==> config.mk <==
export PLATFORM = sky130hd
export DESIGN_NAME = dmem_router
export DESIGN_NICKNAME = d
export VERILOG_FILES = /design/src/rtl/dmem_router_pkg.sv /design/src/rtl/dmem_router_region_decoder.sv /design/src/rtl/dmem_router.sv
export SDC_FILE = /design/constraint.sdc
export NUM_CORES = 1
export LEC_CHECK = 0
export CORE_ASPECT_RATIO = 2
export CORE_MARGIN = 3
export CORE_UTILIZATION = 44
export DETAILED_ROUTE_END_ITERATION = 8
export HOLD_SLACK_MARGIN = 0.1
export PLACE_DENSITY = 0.82
export SYNTH_ARGS = -nofsm -noshare
export SYNTH_HDL_FRONTEND = slang
export SYNTH_SLANG_ARGS = --single-unit
==> constraint.sdc <==
create_clock -name clk -period 4.25 [get_ports clk]
set_clock_uncertainty 0.05 [all_clocks]
set_input_delay 1.0625 -clock clk [delete_from_list [all_inputs] [get_ports clk]]
set_output_delay 1.0625 -clock clk [all_outputs]
set_load 0.03 [all_outputs]
==> src/rtl/dmem_router_pkg.sv <==
// Shared constants for the data-side memory-map router: default width,
// slow-path FSM encoding and the default region tags.
package dmem_router_pkg;

  localparam int XLEN = 32;

  typedef enum logic [1:0] {
    IDLE      = 2'd0,
    SLOW_WAIT = 2'd1,
    SLOW_RESP = 2'd2
  } state_e;

  localparam logic [3:0] TAG_DMEM = 4'h1;
  localparam logic [3:0] TAG_IMEM = 4'h2;
  localparam logic [3:0] TAG_BIOS = 4'h4;
  localparam logic [3:0] TAG_IO   = 4'h8;

endpackage

==> src/rtl/dmem_router_region_decoder.sv <==
// Priority tag match: the lowest-indexed region whose tag equals the address
// tag wins; no match raises unmapped.
module dmem_router_region_decoder #(
  parameter int NUM_REGIONS = 4,
  parameter int TAG_BITS    = 4,
  parameter int IDX_W       = 2,
  parameter logic [NUM_REGIONS*TAG_BITS-1:0] REGION_TAGS = '0
) (
  input  logic [TAG_BITS-1:0]    tag,
  output logic [NUM_REGIONS-1:0] hit,
  output logic [IDX_W-1:0]       idx,
  output logic                   unmapped
);

  logic found;

  always_comb begin
    hit   = '0;
    idx   = '0;
    found = 1'b0;
    for (int i = 0; i < NUM_REGIONS; i++) begin
      if (!found && (REGION_TAGS[i*TAG_BITS +: TAG_BITS] == tag)) begin
        found  = 1'b1;
        hit[i] = 1'b1;
        idx    = IDX_W'(i);
      end
    end
    unmapped = !found;
  end

endmodule

==> src/rtl/dmem_router.sv <==
// Data-side memory-map router: fast one-cycle BRAM regions, one handshaked
// slow region with stall and timeout, write protection and fault reporting.
module dmem_router #(
  parameter int XLEN           = dmem_router_pkg::XLEN,
  parameter int NUM_REGIONS    = 4,
  parameter int TAG_BITS       = 4,
  parameter logic [NUM_REGIONS*TAG_BITS-1:0] REGION_TAGS = {
    dmem_router_pkg::TAG_IO, dmem_router_pkg::TAG_BIOS,
    dmem_router_pkg::TAG_IMEM, dmem_router_pkg::TAG_DMEM},
  parameter logic [NUM_REGIONS-1:0] WR_MASK = 4'b1011,
  parameter int SLOW_REGION    = 3,
  parameter int TIMEOUT_CYCLES = 255
) (
  input  logic                        clk,
  input  logic                        rst_n,
  input  logic                        cpu_req_valid,
  input  logic [XLEN-1:0]             cpu_addr,
  input  logic [XLEN-1:0]             cpu_wdata,
  input  logic [3:0]                  cpu_wea,
  output logic                        cpu_stall,
  output logic [XLEN-1:0]             cpu_rdata,
  output logic                        cpu_rdata_valid,
  output logic                        fault,
  output logic [XLEN-1:0]             fault_addr,
  output logic [7:0]                  fault_count,
  output logic [XLEN-1:0]             rgn_addr,
  output logic [XLEN-1:0]             rgn_wdata,
  output logic [NUM_REGIONS*4-1:0]    rgn_wea,
  input  logic [NUM_REGIONS*XLEN-1:0] rgn_rdata,
  output logic                        slow_req,
  input  logic                        slow_ack
);
  import dmem_router_pkg::*;

  localparam int         IDX_W    = (NUM_REGIONS > 1) ? $clog2(NUM_REGIONS) : 1;
  localparam bit         HAS_SLOW = (SLOW_REGION < NUM_REGIONS);
  localparam int         SLOW_IDX = HAS_SLOW ? SLOW_REGION : 0;
  localparam logic [7:0] TMO_LAST = 8'(TIMEOUT_CYCLES - 1);

  state_e                  state;
  logic [XLEN-1:0]         addr_q;
  logic [XLEN-1:0]         wdata_q;
  logic [3:0]              wea_q;
  logic [7:0]              cnt;
  logic [XLEN-1:0]         slow_data_q;
  logic [IDX_W-1:0]        sel_q;
  logic                    rd_pend;
  logic                    rd_zero;

  logic [NUM_REGIONS-1:0]  hit;
  logic [IDX_W-1:0]        idx;
  logic                    unmapped;

  dmem_router_region_decoder #(
    .NUM_REGIONS (NUM_REGIONS),
    .TAG_BITS    (TAG_BITS),
    .IDX_W       (IDX_W),
    .REGION_TAGS (REGION_TAGS)
  ) u_decoder (
    .tag      (cpu_addr[XLEN-1 -: TAG_BITS]),
    .hit      (hit),
    .idx      (idx),
    .unmapped (unmapped)
  );

  logic in_idle, acc, is_store, hit_slow, ro_store;
  logic idle_fault, start_slow, fast_store, fast_load, unm_load;
  logic slow_tmo, fault_now, resp_load;
  logic [XLEN-1:0] slow_rdata;

  assign in_idle    = (state == IDLE);
  assign acc        = in_idle && cpu_req_valid;
  assign is_store   = |cpu_wea;
  assign hit_slow   = HAS_SLOW && hit[SLOW_IDX];
  assign ro_store   = is_store && |(hit & ~WR_MASK);
  assign idle_fault = acc && (unmapped || ro_store);
  // A store to a read-only slow region faults here and never starts the handshake.
  assign start_slow = acc && hit_slow && !ro_store;
  assign fast_store = acc && !unmapped && !hit_slow && is_store && !ro_store;
  assign fast_load  = acc && !unmapped && !hit_slow && !is_store;
  assign unm_load   = acc && unmapped && !is_store;
  // Ack in the last wait cycle takes precedence over the timeout.
  assign slow_tmo   = (state == SLOW_WAIT) && !slow_ack && (cnt == TMO_LAST);
  assign fault_now  = idle_fault || slow_tmo;
  assign resp_load  = (wea_q == 4'h0);
  assign slow_rdata = rgn_rdata[SLOW_IDX*XLEN +: XLEN];

  assign cpu_stall  = start_slow || (state == SLOW_WAIT);
  assign slow_req   = (state == SLOW_WAIT);
  assign rgn_addr   = in_idle ? cpu_addr  : addr_q;
  assign rgn_wdata  = in_idle ? cpu_wdata : wdata_q;

  always_comb begin
    rgn_wea = '0;
    if (fast_store)
      rgn_wea[int'(idx)*4 +: 4] = cpu_wea;
    if (HAS_SLOW && (state == SLOW_WAIT))
      rgn_wea[SLOW_IDX*4 +: 4] = wea_q & {4{WR_MASK[SLOW_IDX]}};
  end

  always_comb begin
    cpu_rdata       = '0;
    cpu_rdata_valid = 1'b0;
    if (rd_pend) begin
      cpu_rdata_valid = 1'b1;
      if (!rd_zero)
        cpu_rdata = rgn_rdata[int'(sel_q)*XLEN +: XLEN];
    end
    if ((state == SLOW_RESP) && resp_load) begin
      cpu_rdata_valid = 1'b1;
      cpu_rdata       = slow_data_q;
    end
  end

  always_ff @(posedge clk or negedge rst_n) begin
    if (!rst_n) begin
      state       <= IDLE;
      addr_q      <= '0;
      wdata_q     <= '0;
      wea_q       <= '0;
      cnt         <= '0;
      slow_data_q <= '0;
      sel_q       <= '0;
      rd_pend     <= 1'b0;
      rd_zero     <= 1'b0;
      fault       <= 1'b0;
      fault_addr  <= '0;
      fault_count <= '0;
    end else begin
      rd_pend <= fast_load || unm_load;
      rd_zero <= unm_load;
      if (fast_load)
        sel_q <= idx;
      fault <= fault_now;
      if (fault_now) begin
        fault_addr <= slow_tmo ? addr_q : cpu_addr;
        if (fault_count != 8'hFF)
          fault_count <= fault_count + 8'd1;
      end
      case (state)
        IDLE: begin
          if (start_slow) begin
            addr_q  <= cpu_addr;
            wdata_q <= cpu_wdata;
            wea_q   <= cpu_wea;
            cnt     <= '0;
            state   <= SLOW_WAIT;
          end
        end
        SLOW_WAIT: begin
          if (slow_ack) begin
            slow_data_q <= slow_rdata;
            state       <= SLOW_RESP;
          end else if (cnt == TMO_LAST) begin
            slow_data_q <= '0;
            state       <= SLOW_RESP;
          end else begin
            cnt <= cnt + 8'd1;
          end
        end
        SLOW_RESP: state <= IDLE;
        default:   state <= IDLE;
      endcase
    end
  end

endmodule

Word-level counts from Yosys, hierarchy flattened:

Cells that the tools add are included.

* shift-type cells: 3
* reduce and logical (&&, ||, !) cells: 40
* $add $sub $neg: 3
* mux-type cells: 29
* bitwise logic cells: 1
* equal/unequal tests: 12

Operators by type and width (count)
* $mux W32: 8
* $shiftx A128 B8 Y32: 1
* $neg A4 Y33: 1
* $shift A4 B33 Y16 const A: 1
* $shiftx A4 B33 Y16: 1
* $mux W8: 3
* $logic_and A1 B1 Y1: 18
* $add A8 B1 Y8 const B: 2
* $and A16 B16 Y16: 1
* $mux W16: 1
* $pmux W8 S2: 1
* $mux W2: 5
* $mux W1: 9
* $eq A8 B8 Y1 const B: 1
* $logic_not A1 Y1: 8
* $ne A8 B8 Y1 const B: 1
* $reduce_and A2 Y1: 4
* $eq A1 B4 Y1 const A: 1
* $eq A2 B4 Y1 const A: 1
* $eq A3 B4 Y1 const A: 1
* $eq A4 B4 Y1 const A: 1
* $logic_not A4 Y1: 1
* $logic_or A1 B1 Y1: 4
* $mux W4: 1
* other kinds (10): 12

* register bits after elaboration: 155
* logic and storage cells: 100
* bits of input ports: 200
* output and inout port bits: 156

Logic depth before layout (Yosys ltp):

Gate-level depths: netlist of run 1.

* depth in word-level cells: 17
* depth in mapped cells: 9
* depth with buffers taken out: 8

Hierarchy:

Synthesis of run 1 repeated with hierarchy kept, for this count alone.

* cells, all modules: 633
* area, all modules: 8558.2 µm²

Modules (own cells, without submodules)
* dmem_router: times used 1, area an instance 8470.6 µm², cells an instance 623, sequential area each 3878.7 µm²
* dmem_router_region_decoder: times used 1, area an instance 87.6 µm², cells an instance 10, sequential area each 0.0 µm²

Worst setup path after synthesis of run 1:

Ideal clock, no wire load.

* kind: input -> output
* start: input cpu_addr[31]
* end: output rgn_wea[11]
* stages on the path: 7
* setup slack: 0.013 ns
* arrival time: 3.125 ns
* data required time: 3.138 ns
* buffers on the path: 1
* cell sequence: buf_2 -> nor4b_4 -> a21oi_4 -> ha_1 -> nor3_2 -> nand2_1 -> nor4b_1

* cells in the longest elaborated chain, start to end: 16
* elaborated cells between the ends (all ways): 31
* classes of those cells: add/sub: 1; eq/ne: 4; shift: 2; mux: 10; bitwise: 1; reduce/logical: 13

RTL lines
* start, declared: RTL line dmem_router.sv:17 `input logic [XLEN-1:0] cpu_addr,`
* branches (longest 15 deep; another with $neg A4 Y33)
* $mux W16 *: RTL line dmem_router.sv:95 `if (fast_store)`
* end, declared: RTL line dmem_router.sv:28 `output logic [NUM_REGIONS*4-1:0] rgn_wea,`

Every way passes the cells marked *.

Final worst setup path of run 1:

* start: input cpu_addr[29]
* end: output rgn_wea[14]

* cells in the longest elaborated chain, start to end: 17
* elaborated cells between the ends (all ways): 32
* classes of those cells: add/sub: 1; eq/ne: 4; shift: 2; mux: 11; bitwise: 1; reduce/logical: 13

RTL lines
* branches (longest 15 deep; another with $neg A4 Y33)
* $mux W16 *: RTL line dmem_router.sv:95
* $mux W4 *: RTL line dmem_router.sv:97 `if (HAS_SLOW && (state == SLOW_WAIT))`

Marked as above.

==> results of run 1 <==
## Yosys cell counts, drive strengths merged, types with 2 or more instances
| cell type | count | share of area |
|---|---|---|
| mux2 | 66 | 0.087 |
| nor3b | 2 | 0.0018 |
| xor2 | 13 | 0.013 |
| and3 | 3 | 0.0022 |
| nor2b | 2 | 0.0018 |
| dfrtp | 155 | 0.45 |
| clkbuf | 25 | 0.011 |
| nand2b | 5 | 0.0037 |
| buf | 31 | 0.022 |
| mux2i | 32 | 0.038 |
| o21ai | 36 | 0.021 |
| inv | 8 | 0.0035 |
| nor3 | 2 | 0.0031 |
| nor2 | 17 | 0.0075 |
| nand4 | 6 | 0.0044 |
| a21oi | 6 | 0.0048 |
| a2111oi | 3 | 0.0045 |
| nand4b | 2 | 0.0038 |
| or2 | 2 | 0.0015 |
| nand2 | 236 | 0.10 |
| and2 | 15 | 0.011 |
| a211oi | 4 | 0.0053 |
| ha | 7 | 0.010 |
| nand3 | 10 | 0.0059 |
| nor4b | 3 | 0.0048 |
| mux4 | 32 | 0.085 |
| nor4 | 5 | 0.0079 |
| a22o | 69 | 0.071 |
## power breakdown
| group | switching, uW | total (uW) | internal, uW |
|---|---|---|---|
| logic | 719 | 1430 | 716 |
| registers | 236 | 2020 | 1780 |
| clock network | 618 | 1430 | 816 |
## sequential cells by signal (all words and copies together), names as in the netlist
| name | count |
|---|---|
| addr_q | 32 |
| fault_addr | 32 |
| slow_data_q | 32 |
| wdata_q | 32 |
| cnt | 8 |
| fault_count | 8 |
| wea_q | 4 |
| sel_q | 2 |
| state | 2 |
| fault | 1 |
| rd_pend | 1 |
| rd_zero | 1 |
## metrics by stage
stage	cell area [sq um]	setup WS, ns
after global placement	12500	-0.263
final	13200	0.101
after global routing	13200	0.00491
after floorplan	8530	0.0127
after detailed placement	12500	-0.504
after CTS	13100	0.0309
## area by class of cell
cell class / instances / area [sq um] / area share
antenna: 1 / 2.50 / 0.000190
clock buffer: 20 / 447 / 0.0339
clock inverter: 12 / 100 / 0.00759
inverter: 8 / 30.0 / 0.00228
multi-input combinational: 584 / 4460 / 0.338
sequential: 155 / 3880 / 0.294
tap: 255 / 319 / 0.0242
timing repair buffer: 400 / 3950 / 0.299
## cells by family (layout without fill, tap and decap cells)
kind of cell / Yosys count / in the layout
compound gates: 121 / 121
xor+xnor: 13 / 13
fa+ha+maj: 7 / 7
buf+inv: 64 / 440
flops: 155 / 155
mux: 130 / 130
other cells: 0 / 1
simple gates: 313 / 313
## critical path, cell delays in order
cell      delay (ns)
clkbuf_2        0.09
buf_6           0.13
nor4b_4         0.35
a21oi_4         0.08
ha_4            0.18
nor3_4          0.14
nand2b_1        0.17
buf_6           0.17
nor4_4          0.23
buf_4           0.17
a22o_1          0.14
buf_6           0.13
## repair_timing
action                                 CTS  global route
setup endpoints to repair               16            12
buffers inserted                         3             1
gates cloned                             0             0
pin swaps                                7             6
endpoints found under the hold margin    0             0
resized for setup                       20            19
## routing by layer
metal  share of wire  routed length (microns)
met1            0.34                    10000
met2            0.55                    16300
met3           0.062                     1840
met4           0.049                     1450
met5               0                        0
## final timing paths
kind                                   end  slack, ns
max                            rgn_wea[14]       0.10
min                            wdata_q[17]       0.42
max reg2reg                 fault_count[1]       1.91
min reg2reg                    wdata_q[17]       0.42
max in group asynchronous           cnt[2]       2.50
min in group asynchronous  slow_data_q[28]       0.62
## cells in the final DEF (no fill, tap or decap), drive strengths merged, types with 2 or more instances in the layout
cell type and n:
a2111oi 3, a211oi 4, a21oi 6, a22o 69, and2 15, and3 3
buf 64, clkbuf 24, clkdlybuf4s50 331, clkinv 8, clkinvlp 3, dfrtp 155
ha 7, inv 8, mux2 66, mux2i 32, mux4 32, nand2 236
nand2b 5, nand3 10, nand4 6, nand4b 2, nor2 17, nor2b 2
nor3 2, nor3b 2, nor4 5, nor4b 3, o21ai 36, or2 2
xor2 13
==> flow_summary.toml, run 1 <==
[logic_synthesis]
synth_cells = 803
ys_seq_elements = 155
synthDistinctLibCells = 48
synth_simple_gate_area_frac = 0.166
muxShareOfSynthArea = 0.209
yosys_most_used_dff = "dfrtp_1"
yosysWarnings = 0
syn_area_per_cell_sq_um = 10.6
synthAdderAreaFrac = 0.0103
async_flop_share = 1.00
yosysSeqAreaShare = 0.455
synth_top_family_by_area = "multiplexers"
synth_xor_area_frac = 0.0134
synth_area_sq_um = 8530
synth_compound_area_frac = 0.110
synth_nets = 1010
synth_edf_count = 0

[clock_tree]
cts_buffers = 17
clock_latency_ns = 0.42
cts_tree = "done"
cts_max_path_buffers = 2
cts-root-buf = "clkbuf_16"
cts_hold_buf = 0
clk_pin_slew_ns = 0.06
htree_levels = 4
cts_sinks = 155

[placement]
place_inst = 1399
hpwl_mm = 21.8
port_buffers = 355
gp_congestion = 0.850

[cells_and_area]
layoutNonFillerInstCount = 1435
nNetsFinal = 1373
utilization = 0.697
drive_gt1_frac = 0.192
syn2layout_area_growth_pct = 54.7
final.fill_count = 1421

[sta]
setup_viol = 0
max_slew.worst_pin.slew_ns = 0.820
fin_tns_setup_ns = 0
slew_viol_final = 0
max_freq_mhz = 241
min_period_ns = 4.15
hold_viol_final = 0
rsz0062_at_grt = "false"
period_share = 0.976
whs_ns = 0.425
max_slew_margin = 0.453

[die]
core.rowCount = 71
io_pins = 356
start_util = 0.451
die-area_sq_um = 21200
die_h_microns = 203
core_area_sq_um = 18900
die_x_microns = 104

[worst_hold_path]
worstHoldPathType = "flip-flop to flip-flop"
hp-start = "wdata_q[17]"
whs_path_depth = 2

[global_routing]
grt_overflow = 0
grt_max_degree = 81
grt_pass1_wl_mm = 45.8
use_met1 = 0.285
grtUsageMet2 = 0.509
grt_pass1_vias = 8227
grt_antenna_before_repair = 1
gr-usage-met3 = 0.0652
grtUsageTotal = 0.275
busiest_layer = "met2"

[worst_setup_path]
cp_max_fo = 6
r2r_cells = 4
worstSetupPathType = "input port to output port"
worstPathRequired_ns = 3.14
start_kind = "input port"
crit_start = "cpu_addr[29]"
end_kind = "output port"
cp.arrival_ns = 3.04
r2r_start = "state[1]"

[routing]
vias = 7858
ant_nets = 0
dr.pass1.iters = 5
totalWireLength_mm = 29.6
drt_iter0_drc = 309
wl_per_cell_microns = 20.6
vias_per_cell = 5.48
drc = 0

[status]
status = "complete, no violations"

[pwr]
total_power_uw = 4890
p_leak_uw = 0.00590
vdd_ir_drop_max_uv = 279
power_density_nw_per_um2 = 370

[job]
cap_violations = 0
No activity file was read; power rests on OpenSTA's default activity.
==> run 2, diff against run 1 <==
GPL_ROUTABILITY_DRIVEN = 0   (was unset)
==> results of run 2 <==
Same layout as run 1: the final DEF is identical, and so are final timing and power.
==> run 3, diff against run 2 <==
CORE_UTILIZATION = 39   (was 44)
PLACE_DENSITY = 0.77   (was 0.82)
clock period = 3.5 ns   (was 4.25 ns; I/O delays follow)
==> flow_summary.toml, run 3 (same netlist as run 1, synthesis figures left out) <==
[status]
status = "finished with violations"
violations = "negative setup slack"

[cells_and_area]
layout_common_cells = "clkdlybuf4s50_1, nand2_1, dfrtp_1"
syn2layout_area_growth_pct = 58.1
fin_area_sq_um = 13500
n_antenna_cell = 0
drive_gt1_frac = 0.250
layout_commonest_cell = "clkdlybuf4s50_1"
nNetsFinal = 1398

[clock_tree]
cts_tree = "done"
htree_levels = 4
cts_buffers = 17
cts_sinks = 155
clock_latency_ns = 0.42
clk_pin_slew_ns = 0.06
cts_max_path_buffers = 2
cts-root-buf = "clkbuf_16"
cts_hold_buf = 0

[worst_setup_path]
cp_max_fo = 4
worstPathRequired_ns = 2.57
worstSetupPathType = "input port to output port"
cp.arrival_ns = 2.74
r2r_slack_ns = 1.15
end_kind = "output port"
start_kind = "input port"

[routing]
totalWireLength_mm = 29.8
vias_per_cell = 5.32
ant_nets = 0
drt_iter0_drc = 534
vias = 7843
wl_per_cell_microns = 20.3
dr.pass1.iters = 5
drc = 0

[global_routing]
grt_overflow = 0
grt_max_degree = 87
grt_pass1_vias = 8416
grtUsageTotal = 0.249
grt_pass1_wl_mm = 47.1
grt_antenna_before_repair = 0

[pwr]
switching_share = 0.314
pwr-share-comb = 0.294
p_switching_uw = 1900
p_leak_uw = 0.00615
power.share.sequential = 0.404
power_density_nw_per_um2 = 448
pwr-share-clk = 0.302
vdd_ir_drop_max_uv = 357
total_power_uw = 6040
p_int_uw = 4150

[worst_hold_path]
worstHoldPathType = "input port to asynchronous set/reset pin"

[sta]
setup_ws_ns = -0.165
setup_viol = 11
rsz0062_at_grt = "true"
max_slew.worst_pin.slew_ns = 0.791
max_freq_mhz = 273
whs_ns = 0.282
min_period_ns = 3.66
hold_viol_final = 0
period_share = 1.05
slew_viol_final = 0
max_slew_margin = 0.473

[die]
die-area_sq_um = 23800
die_x_microns = 111
start_util = 0.402
core_area_sq_um = 21200
core.rowCount = 75
io_pins = 356
die_h_microns = 215

[placement]
port_buffers = 355
place_ws_ns = -0.728
place_area_sq_um = 12700
hpwl_mm = 22.0

[job]
cap_violations = 0
## run 3: repair_timing
item | CTS | global route
endpoints found under the setup margin | 34 | 34
buffers inserted | 12 | 2
resized for setup | 111 | 31
pin swaps | 20 | 11
## run 3: area by class of cell
type | count | area, sq um
Tap cell | 269 | 337
Inverter | 8 | 30.0
Timing Repair Buffer | 425 | 4120
Multi-Input combinational cell | 584 | 4530
Sequential cell | 155 | 3880
Clock buffer | 22 | 464
Fill cell | 1704 | 7730
Clock inverter | 10 | 116
## run 3: power groups by stage
stage	clock network [uW]	logic, uW	registers [uW]
finish	1830	1780	2440
global route	1940	1890	2490
CTS	1870	1790	2440
detailed placement	0	1750	2460
global placement	0	1720	2450
floorplan	0	753	2600
## run 3: routing by layer
| layer | up-vias | global-route usage | wire length [microns] |
|---|---|---|---|
| met5 | - | 0 | 0 |
| met3 | 61 | 0.0408 | 1440 |
| met2 | 312 | 0.468 | 16800 |
| met4 | 0 | 0.124 | 1230 |
| li1 | 3614 | - | - |
| met1 | 3856 | 0.264 | 10300 |
## run 3: metrics by stage
stage,util,instances,TNS [ns]
final,0.636,1473,-1.15
after global routing,0.636,1473,-2.39
after CTS,0.638,1476,-2.02
after detailed placement,0.597,1432,-10.41
after global placement,0.597,1432,-9.19
after floorplan,-,803,-0.0964
## run 3: worst max-delay path: stages
cell,delay (ns)
buf_4,0.15
xor2_2,0.16
and2_1,0.17
inv_2,0.06
ha_4,0.16
nor3_4,0.18
nand2b_1,0.12
buf_6,0.14
nor4_2,0.25
buf_4,0.20
a22o_4,0.13
buf_6,0.12
## run 3: worst paths after layout
check / start / to / cells past startpoint
min: rst_n / fault_addr[10] / 1
max in group asynchronous: rst_n / wdata_q[6] / 2
min in group clk: wdata_q[15] / wdata_q[15] / 2
max reg2reg: cnt[0] / fault_count[1] / 7
max: cpu_addr[31] / rgn_wea[15] / 12
min reg2reg: wdata_q[15] / wdata_q[15] / 2
